## src/rtl/alu_operand_stage_if.sv

```systemverilog
// Handshake bundle between register-file read, the operand stage and the ALU.
// The master modport is the environment; the slave modport is the stage itself.
interface alu_operand_stage_if #(
  parameter int BUS_WIDTH      = 8,
  parameter int BUS_WIDTH_BITS = 3
);
  logic                      in_valid;
  logic                      in_ready;
  logic [3:0]                in_op;
  logic [BUS_WIDTH-1:0]      in_a;
  logic [BUS_WIDTH-1:0]      in_b;
  logic                      out_valid;
  logic                      out_ready;
  logic [2:0]                out_op;
  logic [BUS_WIDTH-1:0]      out_a;
  logic [BUS_WIDTH-1:0]      out_b;
  logic [BUS_WIDTH_BITS:0]   out_shctl;
  logic                      out_err;

  modport master (
    output in_valid, in_op, in_a, in_b, out_ready,
    input  in_ready, out_valid, out_op, out_a, out_b, out_shctl, out_err
  );

  modport slave (
    input  in_valid, in_op, in_a, in_b, out_ready,
    output in_ready, out_valid, out_op, out_a, out_b, out_shctl, out_err
  );
endinterface

```

## src/rtl/alu_operand_stage.sv

```systemverilog
// Operand-preparation stage: decodes shift control, zeroes A on out-of-range shifts,
// and hands results to the ALU through a two-entry skid buffer with registered handshakes.
module alu_operand_stage #(
  parameter int BUS_WIDTH      = 8,
  parameter int BUS_WIDTH_BITS = 3
) (
  input  logic                 clk,
  input  logic                 rst,
  input  logic                 flush,
  alu_operand_stage_if.slave   bus
);

  typedef struct packed {
    logic [2:0]              op;
    logic [BUS_WIDTH-1:0]    a;
    logic [BUS_WIDTH-1:0]    b;
    logic [BUS_WIDTH_BITS:0] shctl;
    logic                    err;
  } entry_t;

  typedef enum logic [1:0] {EMPTY, ONE, TWO} state_t;

  state_t state;
  entry_t main_q;
  entry_t skid_q;
  entry_t dec;
  logic   valid_q;
  logic   ready_q;
  logic   acc;
  logic   pop;

  assign acc = bus.in_valid & ready_q;
  assign pop = valid_q & bus.out_ready;

  // Illegal opcodes (bit 3 set) alias legal low bits but must never steer the shifter.
  always_comb begin
    dec       = '0;
    dec.op    = bus.in_op[2:0];
    dec.a     = bus.in_a;
    dec.b     = bus.in_b;
    dec.err   = bus.in_op[3];
    if (!bus.in_op[3] && (bus.in_op[2:0] == 3'd5 || bus.in_op[2:0] == 3'd6)) begin
      dec.shctl = {bus.in_op[2:0] == 3'd5, bus.in_b[BUS_WIDTH_BITS-1:0]};
      if (|bus.in_b[BUS_WIDTH-1:BUS_WIDTH_BITS])
        dec.a = '0;
    end
  end

  always_ff @(posedge clk) begin
    if (rst) begin
      state   <= EMPTY;
      main_q  <= '0;
      skid_q  <= '0;
      valid_q <= 1'b0;
      ready_q <= 1'b1;
    end else if (flush) begin
      state   <= EMPTY;
      valid_q <= 1'b0;
      ready_q <= 1'b1;
    end else begin
      case (state)
        EMPTY: begin
          if (acc) begin
            main_q  <= dec;
            state   <= ONE;
            valid_q <= 1'b1;
          end
        end
        ONE: begin
          if (acc && !pop) begin
            skid_q  <= dec;
            state   <= TWO;
            ready_q <= 1'b0;
          end else if (acc && pop) begin
            main_q  <= dec;
          end else if (pop) begin
            state   <= EMPTY;
            valid_q <= 1'b0;
          end
        end
        TWO: begin
          if (pop) begin
            main_q  <= skid_q;
            state   <= ONE;
            ready_q <= 1'b1;
          end
        end
        default: begin
          state   <= EMPTY;
          valid_q <= 1'b0;
          ready_q <= 1'b1;
        end
      endcase
    end
  end

  assign bus.in_ready  = ready_q;
  assign bus.out_valid = valid_q;
  assign bus.out_op    = main_q.op;
  assign bus.out_a     = main_q.a;
  assign bus.out_b     = main_q.b;
  assign bus.out_shctl = main_q.shctl;
  assign bus.out_err   = main_q.err;

endmodule
```

## src/flat_wrapper.sv

```systemverilog
// flat-port wrapper written by rule: the top's interface ports become plain ports
module alu_operand_stage_flat 
#(
  parameter int BUS_WIDTH      = 8,
  parameter int BUS_WIDTH_BITS = 3
)
  (clk, rst, flush, bus_in_valid, bus_in_op, bus_in_a, bus_in_b, bus_out_ready, bus_in_ready, bus_out_valid, bus_out_op, bus_out_a, bus_out_b, bus_out_shctl, bus_out_err);
  alu_operand_stage_if #(.BUS_WIDTH(BUS_WIDTH), .BUS_WIDTH_BITS(BUS_WIDTH_BITS)) bus_i ();
  input  logic clk;
  input  logic rst;
  input  logic flush;
  input wire logic [$bits(bus_i.in_valid)-1:0] bus_in_valid;
  input wire logic [$bits(bus_i.in_op)-1:0] bus_in_op;
  input wire logic [$bits(bus_i.in_a)-1:0] bus_in_a;
  input wire logic [$bits(bus_i.in_b)-1:0] bus_in_b;
  input wire logic [$bits(bus_i.out_ready)-1:0] bus_out_ready;
  output wire logic [$bits(bus_i.in_ready)-1:0] bus_in_ready;
  output wire logic [$bits(bus_i.out_valid)-1:0] bus_out_valid;
  output wire logic [$bits(bus_i.out_op)-1:0] bus_out_op;
  output wire logic [$bits(bus_i.out_a)-1:0] bus_out_a;
  output wire logic [$bits(bus_i.out_b)-1:0] bus_out_b;
  output wire logic [$bits(bus_i.out_shctl)-1:0] bus_out_shctl;
  output wire logic [$bits(bus_i.out_err)-1:0] bus_out_err;
  assign bus_i.in_valid = bus_in_valid;
  assign bus_i.in_op = bus_in_op;
  assign bus_i.in_a = bus_in_a;
  assign bus_i.in_b = bus_in_b;
  assign bus_i.out_ready = bus_out_ready;
  assign bus_in_ready = bus_i.in_ready;
  assign bus_out_valid = bus_i.out_valid;
  assign bus_out_op = bus_i.out_op;
  assign bus_out_a = bus_i.out_a;
  assign bus_out_b = bus_i.out_b;
  assign bus_out_shctl = bus_i.out_shctl;
  assign bus_out_err = bus_i.out_err;
  alu_operand_stage #(.BUS_WIDTH(BUS_WIDTH), .BUS_WIDTH_BITS(BUS_WIDTH_BITS)) u_core (.clk(clk), .rst(rst), .flush(flush), .bus(bus_i));
endmodule
```

## config.mk

```make
export PLATFORM = sky130hd
export DESIGN_NAME = alu_operand_stage_flat
export DESIGN_NICKNAME = d
export VERILOG_FILES = /design/src/rtl/alu_operand_stage_if.sv /design/src/rtl/alu_operand_stage.sv /design/src/flat_wrapper.sv
export SDC_FILE = /design/constraint.sdc
export NUM_CORES = 1
export LEC_CHECK = 0
export ABC_AREA = 0
export BUFFER_PORTS_ARGS = -buffer_cell sky130_fd_sc_hd__buf_2
export CORE_MARGIN = 2
export CORE_UTILIZATION = 53
export CTS_CLUSTER_SIZE = 25
export DETAILED_ROUTE_END_ITERATION = 8
export PLACE_DENSITY_LB_ADDON = 0.05
export SLEW_MARGIN = 10
export SYNTH_ARGS = -nofsm -noshare
export SYNTH_HDL_FRONTEND = slang
export SYNTH_SLANG_ARGS = --single-unit
export TNS_END_PERCENT = 5
```

## constraint.sdc

```tcl
create_clock -name clk -period 2.2 [get_ports clk]
set_input_delay 0.11 -clock clk [delete_from_list [all_inputs] [get_ports clk]]
set_output_delay 0.11 -clock clk [all_outputs]
set_load 0.02 [all_outputs]
```

==> key figures, run 1 <==
STA
  – Tcrit/Tclk final: 79.9%
  – Final min period: 1.76 ns
  – Max-slew headroom: 68.9%
  – Layout Skew: 0.00939 ns
  – Peak Freq: 569 MHz
  – Unrepaired setup endpoints after global routing: false
  – Final Hold Violating Endpoints: 0
  – Total Neg Setup Slack: 0 ns
  – # setup viols final: 0
  – Worst-margin pin slew: 0.467 ns
  – Fin. max-slew vios: 0

Detailed routing
  – Via-to-Cell Ratio: 5.51
  – Via count: 1,974
  – Wire per inst: 14.0 µm
  – Routed WL: 5000 µm
  – ANT nets after route: 0
  – Pre-antenna DRT Iters: 4
  – Initial DRC count: 136
  – DRC: 0

Clock tree
  – # Post-CTS Setup Buffers: 0
  – CTS tree: done
  – CTS sink cnt: 52
  – Clock slew at reported path FFs: 0.10 ns
  – Clk root buf: clkbuf_8
  – Cts bufs inserted: 5
  – Hold_buf cts: 0
  – H-tree Lvls: 2
  – Post-cts resize count: 0
  – Worst skew pair latency: 0.30 ns
  – Max clock buf depth: 2

Logic synthesis
  – Number of synthesized flops with an enable pin: 0
  – Sequential area share after synthesis: 47.4%
  – Post-synthesis cell type count: 32
  – Flops & latches, synth: 52
  – Mapped cell area: 2200 µm²
  – Top_reg_cell synth: dfxtp_1
  – Syn avg cell area: 8.39 µm²
  – Syn Nets: 287
  – Yosys Warn Count: 0
  – Post-Synthesis Cells: 262
  – Async SR Flop Fraction: 0%

Placement
  – Placed cells: 350
  – Final GP Congestion: 0.830
  – DP Area: 2460 µm²
  – Hpwl dp: 3360 µm
  – PortBufs: 50

Critical path
  – Worst EP required: 2.41 ns
  – Sum of buffers and inverters on the critical path: 1
  – Critical-path cell list: or2_0 > o32ai_4 > buf_4 > nor2_1 > a311oi_1
  – CP top delay family: compound AO/OA/AOI/OAI gates
  – Max stage delay on crit path: 0.42 ns
  – CP Depth: 5
  – Crit-path slowest cell: dfxtp_1
  – Crit end category: flip-flop
  – Arr. time, crit path: 1.97 ns
  – Worst Path Class, Setup: flip-flop to flip-flop
  – Startpoint types: flip-flop
  – FF-to-FF path depth: 5
  – Crit Path Max Fanout: 36

GRT
  – Grt ovf: 0
  – GRT Util Overall: 23.0%
  – First-pass GRT wire length: 8000 µm
  – Largest net degree at the start of global routing: 37
  – Vias in the first global route: 1,699
  – Initial antenna violation count: 0

Final layout
  – Share of cells above drive strength 1: 23.4%
  – Antenna Cells: 0
  – Layout area overhead: 17.3%
  – Total Nets Final: 332
  – Final std cells w/o fill: 358
  – Post-route cell area: 2580 µm²

Floorplan
  – Die H: 68.4 µm
  – Starting density of the core: 54.9%
  – Die Area: 4680 µm²
  – DIE WIDTH: 68.4 µm
  – FP Rows: 23
  – I/O Pins: 51
  – Core area: 4000 µm²

Hold path
  – Hold path depth: 2
  – Worst Hold Class: primary input to flip-flop

Run status
  – Status: finished, final reports clean

Run
  – Max_cap viols: 0

Power
  – Switching power: 0.000509 W
  – Combinational share of power: 13.5%
  – Power Dens Cells: 749 nW/µm²
  – Clock power frac: 34.5%
  – Switching part of the total: 26.4%
  – LEAKAGE: 1.02 nW
  – Sequential Power Share: 52.0%
  – Cell-internal power: 0.00142 W
  – Total power: 0.00193 W
  – Max IR drop VDD: 0.522 mV
## registers in the layout (all words and copies together), names as in the netlist
register              cells
u_core.bus.out_a          8
u_core.bus.out_b          8
u_core.bus.out_shctl      4
u_core.bus.out_op         3
u_core.bus.in_ready       1
u_core.bus.out_err        1
u_core.bus.out_valid      1
u_core.state              2
u_core.skid_q            24
## through the flow
| stage | util [%] | setup slack, ns | hold slack, ns |
|---|---|---|---|
| final | 64.4 | 0.442 | 0.0178 |
| after global routing | 64.4 | 0.296 | 0.0144 |
| after CTS | 64.4 | 0.456 | 0.0125 |
| after detailed placement | 61.5 | 0.476 | 0.341 |
| after global placement | 61.5 | 0.522 | 0.338 |
| after floorplan | - | 0.601 | 0.201 |
## layout make-up
class / instances / area (µm²)
fill: 372 / 1420
sequential: 52 / 1040
multi-input combinational: 189 / 1040
timing repair buffer: 59 / 318
clock buffer: 5 / 68.8
tap: 50 / 62.6
clock inverter: 3 / 47.5
## Yosys cell counts, drive strengths merged, types with 2 or more instances
cell type	n	share of area [%]
nand3	14	3.2
xnor2	2	0.80
a311oi	24	9.6
nand2	69	12
a22o	8	3.2
buf	11	3.6
clkbuf	10	1.7
nand2b	4	1.1
a21oi	19	4.3
nand3b	2	0.68
dfxtp	52	47
nor2	30	5.2
## routing by layer
metal | global-route usage, % | routed length (µm)
met1 | 29.2 | 2350
met2 | 38.7 | 2360
met3 | 4.28 | 229
met4 | 8.25 | 56
met5 | 0 | 0
## power groups by stage
stage | Clock, W | Combinational, W | Sequential (W)
2_1_floorplan | 0 | 0.000131 | 0.00107
3_3_place_gp | 0 | 0.000258 | 0.00103
3_5_place_dp | 0 | 0.000261 | 0.00103
4_1_cts | 0.000682 | 0.000262 | 0.00101
5_1_grt | 0.000721 | 0.000287 | 0.00101
6_report | 0.000666 | 0.000260 | 0.00100
## layout by cell type, fill, tap and decap left out, types with 4 or more instances in the layout
master,count
a311oi_1,24
a21oi_1,19
nand3_1,14
buf_2,50
a22o_1,8
nor2_1,29
nand2_1,69
nand2b_1,4
buf_4,9
clkbuf_8,5
dfxtp_1,52
## cells by family (layout without fill, tap and decap cells)
group                  Yosys count  in the layout  share of synthesized area [%]
AND/OR/NAND/NOR                127            127                           25.2
buffers and inverters           21             67                           5.30
XOR/XNOR                         2              2                          0.797
flip-flops                      52             52                           47.4
AO/OA/AOI/OAI                   60             60                           21.3
## worst paths after layout
path	startpoint	end	slack, ns
setup reg to reg	u_core.state[1]	u_core.bus.out_b[4]	0.44
hold reg to reg	u_core.skid_q[9]	u_core.skid_q[9]	0.46
setup / recovery	u_core.state[1]	u_core.bus.out_b[4]	0.44
hold / removal	bus_in_a[1]	u_core.skid_q[14]	0.02
(Power assumes the default switching activity.)
==> inputs of run 2 (changes only) <==
Settings changed: ABC_AREA 0 to 1, CORE_UTILIZATION 53 to 54.
Clock period 2.2 ns to 1.7 ns, I/O delays scaled along.
==> run 2 against run 1 <==
  * Non-clock buffer count down 3
  * Hold slack better by 0.029 ns
  * Largest cell class is now multi-input combinational cells
  * First-iteration DRC count down 11%
==> key figures, run 2 <==
Run status
  – Status: finished, final reports clean

Hold path
  – Endpoint, Worst Hold: u_core.skid_q[1]
  – Hold path depth: 2 (unchanged)
  – Hold path start: rst
  – Worst Hold Class: primary input to flip-flop

STA
  – Max-slew headroom: 72.8% (+4.0 points)
  – Fin. max-slew vios: 0 (unchanged)
  – # setup viols final: 0 (unchanged)
  – Worst hold slack: 0.0466 ns (+0.0288 ns)
  – Peak Freq: 670 MHz (+18%)
  – Worst-margin pin slew: 0.407 ns (-0.0602 ns)
  – Layout Skew: 0.00577 ns (-0.00361 ns)
  – Worst setup margin: 0.206 ns (-0.235 ns)
  – Total Neg Setup Slack: 0 ns (unchanged)
  – Unrepaired setup endpoints after global routing: false
  – Final min period: 1.49 ns (-0.265 ns)
  – Final Hold Violating Endpoints: 0 (unchanged)
  – Tcrit/Tclk final: 87.9% (+7.9 points)

Critical path
  – R2R Path Start: u_core.bus.in_ready
  – Worst EP required: 1.90 ns (-0.51 ns)
  – Max stage delay on crit path: 0.33 ns (-0.09 ns)
  – Crit-path slowest cell: dfxtp_1
  – R2R Path End: u_core.bus.out_a[4]
  – CP Depth: 9 (+4)
  – Crit Path Max Fanout: 21 (-42%)
  – Arr. time, crit path: 1.69 ns (-0.28 ns)
  – Worst R2R Setup Slack: 0.21 ns (-0.24 ns)
  – Worst Path Class, Setup: flip-flop to flip-flop
  – Sum of buffers and inverters on the critical path: 3 (+2)
  – FF-to-FF path depth: 9 (+4)
  – Crit end category: flip-flop
  – Critical-path cell list: nand2_1 > inv_1 > nand3_1 > nand2_1 > inv_2 > buf_4 > nand3_1 > nor2_1 > nor2_1
  – Startpoint types: flip-flop
  – CP top delay family: simple AND/OR/NAND/NOR gates

Floorplan
  – DIE WIDTH: 71.3 µm (+4.3%)
  – FP Rows: 24 (+4.3%)
  – Die H: 71.3 µm (+4.3%)
  – I/O Pins: 51 (unchanged)
  – Starting density of the core: 56.2% (+1.3 points)
  – Die Area: 5090 µm² (+8.8%)
  – Core area: 4350 µm² (+8.9%)

Detailed routing
  – Initial DRC count: 121 (-11%)
  – Via-to-Cell Ratio: 4.95 (-10%)
  – ANT nets after route: 0 (unchanged)
  – Pre-antenna DRT Iters: 4 (unchanged)
  – Routed WL: 5230 µm (+4.8%)
  – Via count: 2,289 (+16%)
  – DRC: 0 (unchanged)
  – Wire per inst: 11.3 µm (-19%)

Placement
  – Hpwl dp: 3690 µm (+9.8%)
  – Final GP Congestion: 0.800 (-3.6%)
  – DP Area: 2720 µm² (+10%)
  – Placed cells: 455 (+30%)
  – Pre-CTS setup slack: 0.166 ns (-0.310 ns)
  – PortBufs: 50 (unchanged)

GRT
  – GRT Util Overall: 21.9% (-1.1 points)
  – Vias in the first global route: 2,064 (+21%)
  – Largest net degree at the start of global routing: 33 (-11%)
  – Initial antenna violation count: 0 (unchanged)
  – Grt ovf: 0 (unchanged)
  – First-pass GRT wire length: 8990 µm (+12%)

Final layout
  – Commonest cells after routing, fill and taps aside: nand2_1, nor2_1, buf_2, dfxtp_1, o21ai_0
  – Max FFs per register: 24 (unchanged)
  – Final std cells w/o fill: 462 (+29%)
  – Antenna Cells: 0 (unchanged)
  – Share of cells above drive strength 1: 18.5% (-4.8 points)
  – Post-route cell area: 2800 µm² (+8.6%)
  – Layout area overhead: 14.4%
  – Largest reg by FF count: u_core.skid_q
  – Total Nets Final: 435 (+31%)
  – Most common cell after layout, fill and taps aside: nand2_1

Logic synthesis
  – Mapped cell area: 2450 µm² (+11%)
  – Top post-synthesis cells by area: dfxtp_1, nand2_1, nor2_1, o21ai_0, a21oi_1
  – Number of synthesized flops with an enable pin: 0 (unchanged)
  – Async SR Flop Fraction: 0% (unchanged)
  – Yosys Warn Count: 0 (unchanged)
  – Most common cell in the netlist: nand2_1
  – Flops & latches, synth: 52 (unchanged)
  – Most instantiated cells after synthesis: nand2_1, nor2_1, dfxtp_1
  – Area leader, netlist: dfxtp_1
  – Top_reg_cell synth: dfxtp_1
  – Post-synthesis cell type count: 20 (-38%)
  – Post-Synthesis Cells: 366 (+40%)
  – Syn Nets: 391 (+36%)
  – Syn avg cell area: 6.69 µm² (-20%)
  – Sequential area share after synthesis: 42.5% (-4.9 points)
  – Yosys top cell area share: 42.5% (-4.9 points)

Clock tree
  – Clock slew at reported path FFs: 0.09 ns (about the same)
  – Post-cts resize count: 0 (unchanged)
  – Clk root buf: clkbuf_8
  – CTS sink cnt: 52 (unchanged)
  – H-tree Lvls: 2 (unchanged)
  – # Post-CTS Setup Buffers: 0 (unchanged)
  – Hold_buf cts: 0 (unchanged)
  – Cts bufs inserted: 5 (unchanged)
  – Worst skew pair latency: 0.29 ns (about the same)
  – CTS tree: done
  – Max clock buf depth: 2 (unchanged)

Power
  – Max IR drop VDD: 0.463 mV (-11%)
  – LEAKAGE: 1.37 nW (+34%)
  – Power Dens Cells: 872 nW/µm² (+16%)

Run
  – Max_cap viols: 0 (unchanged)
[run 2: area by class of cell]
cell class                      count  area, µm²
Tap cell                           52       65.1
Fill cell                         437       1550
Multi-Input combinational cell    261       1160
Clock buffer                        6       72.6
Inverter                           34        130
Sequential cell                    52       1040
Timing Repair Buffer               56        320
Clock inverter                      1       5.00
[run 2: power breakdown]
group	switching, W	internal, W	total [W]
clock	0.000364	0.000281	0.000645
sequential	0.0000316	0.00129	0.00132
combinational	0.000304	0.000174	0.000478
total	0.000700	0.00174	0.00244
[run 2: per-layer routing]
metal | vias up | global-route usage (%) | wire length [µm]
met2 | 56 | 35.9 | 2460
met4 | 0 | 7.55 | 53
met1 | 990 | 29.5 | 2510
met5 | - | 0 | 0
li1 | 1239 | - | -
met3 | 4 | 3.52 | 209
[run 2: worst max-delay path by stage]
stage / from / endpoint / slack, ns
after floorplan: u_core.bus.out_valid / u_core.bus.out_a[1] / 0.28
after CTS: u_core.state[1] / u_core.bus.out_b[3] / 0.15
after global routing: u_core.bus.in_ready / u_core.bus.out_op[0] / 0.02
final: u_core.bus.in_ready / u_core.bus.out_a[4] / 0.21
after global placement: u_core.state[1] / u_core.bus.out_op[1] / 0.22
after detailed placement: u_core.state[0] / u_core.skid_q[15] / 0.17
[run 2: stage by stage]
step | utilization [%] | total power (W)
global route | 64.3 | 0.00258
CTS | 64.2 | 0.00247
floorplan | - | 0.00168
finish | 64.3 | 0.00244
detailed placement | 62.4 | 0.00183
global placement | 62.4 | 0.00182
[run 2: cells by family (layout without fill, tap and decap cells)]
| group | after synthesis | after routing | share of synthesized area [%] |
|---|---|---|---|
| AND/OR/NAND/NOR | 199 | 199 | 34.7 |
| AO/OA/AOI/OAI | 62 | 62 | 12.8 |
| buffers and inverters | 53 | 97 | 9.96 |
| flip-flops | 52 | 52 | 42.5 |
[run 2: worst register-to-register path: stages (launching register included)]
cell and delay (ns):
dfxtp_1 0.33, nand2_1 0.15, inv_1 0.11, nand3_1 0.13, nand2_1 0.08, inv_2 0.08
buf_4 0.24, nand3_1 0.10, nor2_1 0.14, nor2_1 0.05
==> inputs of run 3 (changes only) <==
Settings changed: CORE_UTILIZATION 54 to 48.
==> run 3 against run 2 <==
  * Register-to-register slack got worse by 0.04 ns
  * Cell area rose by 0.18%
  * Largest cell class unchanged
  * Via count is 1.3% higher
==> key figures, run 3 (synthesis gave the netlist of run 2 again) <==
Detailed routing
  – Via count: 2,318 (+1.3%)
  – ANT nets after route: 0 (unchanged)
  – Pre-antenna DRT Iters: 4 (unchanged)
  – Routed WL: 5360 µm (+2.4%)
  – Initial DRC count: 139 (+15%)
  – Via-to-Cell Ratio: 4.84 (-2.3%)
  – Wire per inst: 11.2 µm (-1.3%)
  – DRC: 0 (unchanged)

Critical path
  – Arr. time, crit path: 1.78 ns (+0.09 ns)
  – Crit-path slowest cell: dfxtp_1
  – Critical-path cell list: inv_2 > nand3_2 > nand2_2 > nor2_4 > nand2_4 > inv_2 > nor2_1 > nor2_1
  – Worst EP required: 1.95 ns (+0.05 ns)
  – Crit end category: flip-flop
  – CP top delay family: simple AND/OR/NAND/NOR gates
  – Sum of buffers and inverters on the critical path: 2 (-1)
  – Max stage delay on crit path: 0.46 ns (+0.13 ns)
  – Crit Path Max Fanout: 15 (-29%)
  – Worst Path Class, Setup: flip-flop to flip-flop
  – Startpoint types: flip-flop

Power
  – Max IR drop VDD: 0.474 mV (+2.3%)
  – Combinational share of power: 19.2% (-0.4 points)
  – Sequential Power Share: 53.9% (about the same)
  – Switching power: 0.000714 W (+1.9%)
  – Switching part of the total: 29.2% (+0.48 points)
  – Clock power frac: 27.0% (+0.6 points)
  – Total power: 0.00245 W (+0.26%)
  – LEAKAGE: 1.37 nW (about the same)
  – Power Dens Cells: 873 nW/µm² (about the same)
  – Cell-internal power: 0.00173 W (-0.41%)

Final layout
  – Max FFs per register: 24 (unchanged)
  – FF+latch area: 1040 µm² (-0.12%)
  – Most common cell after layout, fill and taps aside: nand2_1
  – Largest reg by FF count: u_core.skid_q
  – Multi-input logic area: 1160 µm² (unchanged)
  – Total Nets Final: 437 (+0.46%)
  – Layout area overhead: 14.6%
  – FILL cells: 519 (+19%)
  – Share of cells above drive strength 1: 18.7% (+0.15 points)
  – Commonest cells after routing, fill and taps aside: nand2_1, nor2_1, dfxtp_1
  – Antenna Cells: 0 (unchanged)

Clock tree
  – Cts bufs inserted: 5 (unchanged)
  – H-tree Lvls: 2 (unchanged)
  – CTS sink cnt: 52 (unchanged)
  – # Post-CTS Setup Buffers: 0 (unchanged)
  – Hold_buf cts: 0 (unchanged)
  – Clk root buf: clkbuf_8
  – CTS tree: done
  – Max clock buf depth: 2 (unchanged)
  – Clock slew at reported path FFs: 0.09 ns (about the same)
  – Worst skew pair latency: 0.31 ns (+0.02 ns)
  – Post-cts resize count: 0 (unchanged)

Floorplan
  – Die H: 75.4 µm (+5.7%)
  – I/O Pins: 51 (unchanged)
  – Core area: 4820 µm² (+11%)
  – Starting density of the core: 50.8% (-5.4 points)
  – Die Area: 5690 µm² (+12%)
  – FP Rows: 25 (+4.2%)
  – DIE WIDTH: 75.4 µm (+5.7%)

GRT
  – GRT Util Overall: 19.7% (-2.2 points)
  – Grt ovf: 0 (unchanged)
  – Largest net degree at the start of global routing: 45 (+36%)
  – First-pass GRT wire length: 8520 µm (-5.2%)
  – Initial antenna violation count: 0 (unchanged)
  – Vias in the first global route: 1,897 (-8.1%)

STA
  – Layout Skew: 0.00559 ns (-0.000184 ns)
  – Total Neg Setup Slack: 0 ns (unchanged)
  – Unrepaired setup endpoints after global routing: false
  – Fin. max-slew vios: 0 (unchanged)
  – Peak Freq: 651 MHz (-2.8%)
  – # setup viols final: 0 (unchanged)
  – Final min period: 1.54 ns (+0.0436 ns)
  – Tcrit/Tclk final: 90.4% (+2.6 points)
  – Final Hold Violating Endpoints: 0 (unchanged)
  – Max-slew headroom: 72.4% (-0.44 points)
  – Worst-margin pin slew: 0.413 ns (+0.00638 ns)

Placement
  – PortBufs: 50 (unchanged)
  – Hpwl dp: 3810 µm (+3.1%)
  – Final GP Congestion: 0.833 (+4.1%)

Run
  – Max_cap viols: 0 (unchanged)

Hold path
  – Worst Hold Class: primary input to flip-flop

Run status
  – Status: finished, final reports clean
==> run 3: area by class of cell <==
cell class	instances	area share [%]
inverters	34	4.55
multi-input cells	261	41.5
well taps	67	2.99
flip-flops and latches	52	37.2
clock inverters	1	0.178
repair buffers	58	11.1
clock buffers	6	2.59
==> run 3: power by group through the flow <==
| stage | combinational, W | clock (W) | sequential, W |
|---|---|---|---|
| 2_1_floorplan | 0.000271 | 0 | 0.00141 |
| 3_3_place_gp | 0.000469 | 0 | 0.00135 |
| 3_5_place_dp | 0.000471 | 0 | 0.00135 |
| 4_1_cts | 0.000473 | 0.000691 | 0.00132 |
| 5_1_grt | 0.000529 | 0.000723 | 0.00133 |
| 6_report | 0.000469 | 0.000660 | 0.00132 |
==> run 3: path summary, 6_finish.rpt <==
kind | start | end | slack [ns] | depth (start not counted)
setup / recovery | u_core.state[0] | u_core.bus.out_err | 0.16 | 8
hold / removal | rst | u_core.skid_q[4] | 0.03 | 2
hold reg to reg | u_core.skid_q[0] | u_core.skid_q[0] | 0.45 | 2
setup reg to reg | u_core.state[0] | u_core.bus.out_err | 0.16 | 8
==> run 3: metrics by stage <==
| step | hold slack (ns) | instances | cell area [µm²] | worst slack [ns] | util (%) |
|---|---|---|---|---|---|
| finish | 0.0290 | 479 | 2810 | 0.163 | 58.2 |
| global route | 0.0363 | 479 | 2810 | 0.0102 | 58.2 |
| CTS | 0.0261 | 479 | 2800 | 0.144 | 58.2 |
| detailed placement | 0.359 | 472 | 2730 | 0.168 | 56.6 |
| global placement | 0.363 | 472 | 2730 | 0.190 | 56.6 |
| floorplan | 0.154 | 366 | 2450 | 0.285 | - |
==> run 3: layer usage <==
metal | vias up | GRT usage (%) | share of wire, %
met5 | - | 0 | 0
met4 | 0 | 6.43 | 1.4
met3 | 7 | 4.37 | 4.4
met2 | 59 | 31.2 | 45
met1 | 1012 | 26.8 | 49
li1 | 1240 | - | -
==> run 3: worst register-to-register path: cells and delay by family (launching register included) <==
| kind | cells | cell delay [ns] |
|---|---|---|
| and+or+nand+nor | 6 | 0.69 |
| DFF | 1 | 0.46 |
| buffers and inverters | 2 | 0.32 |
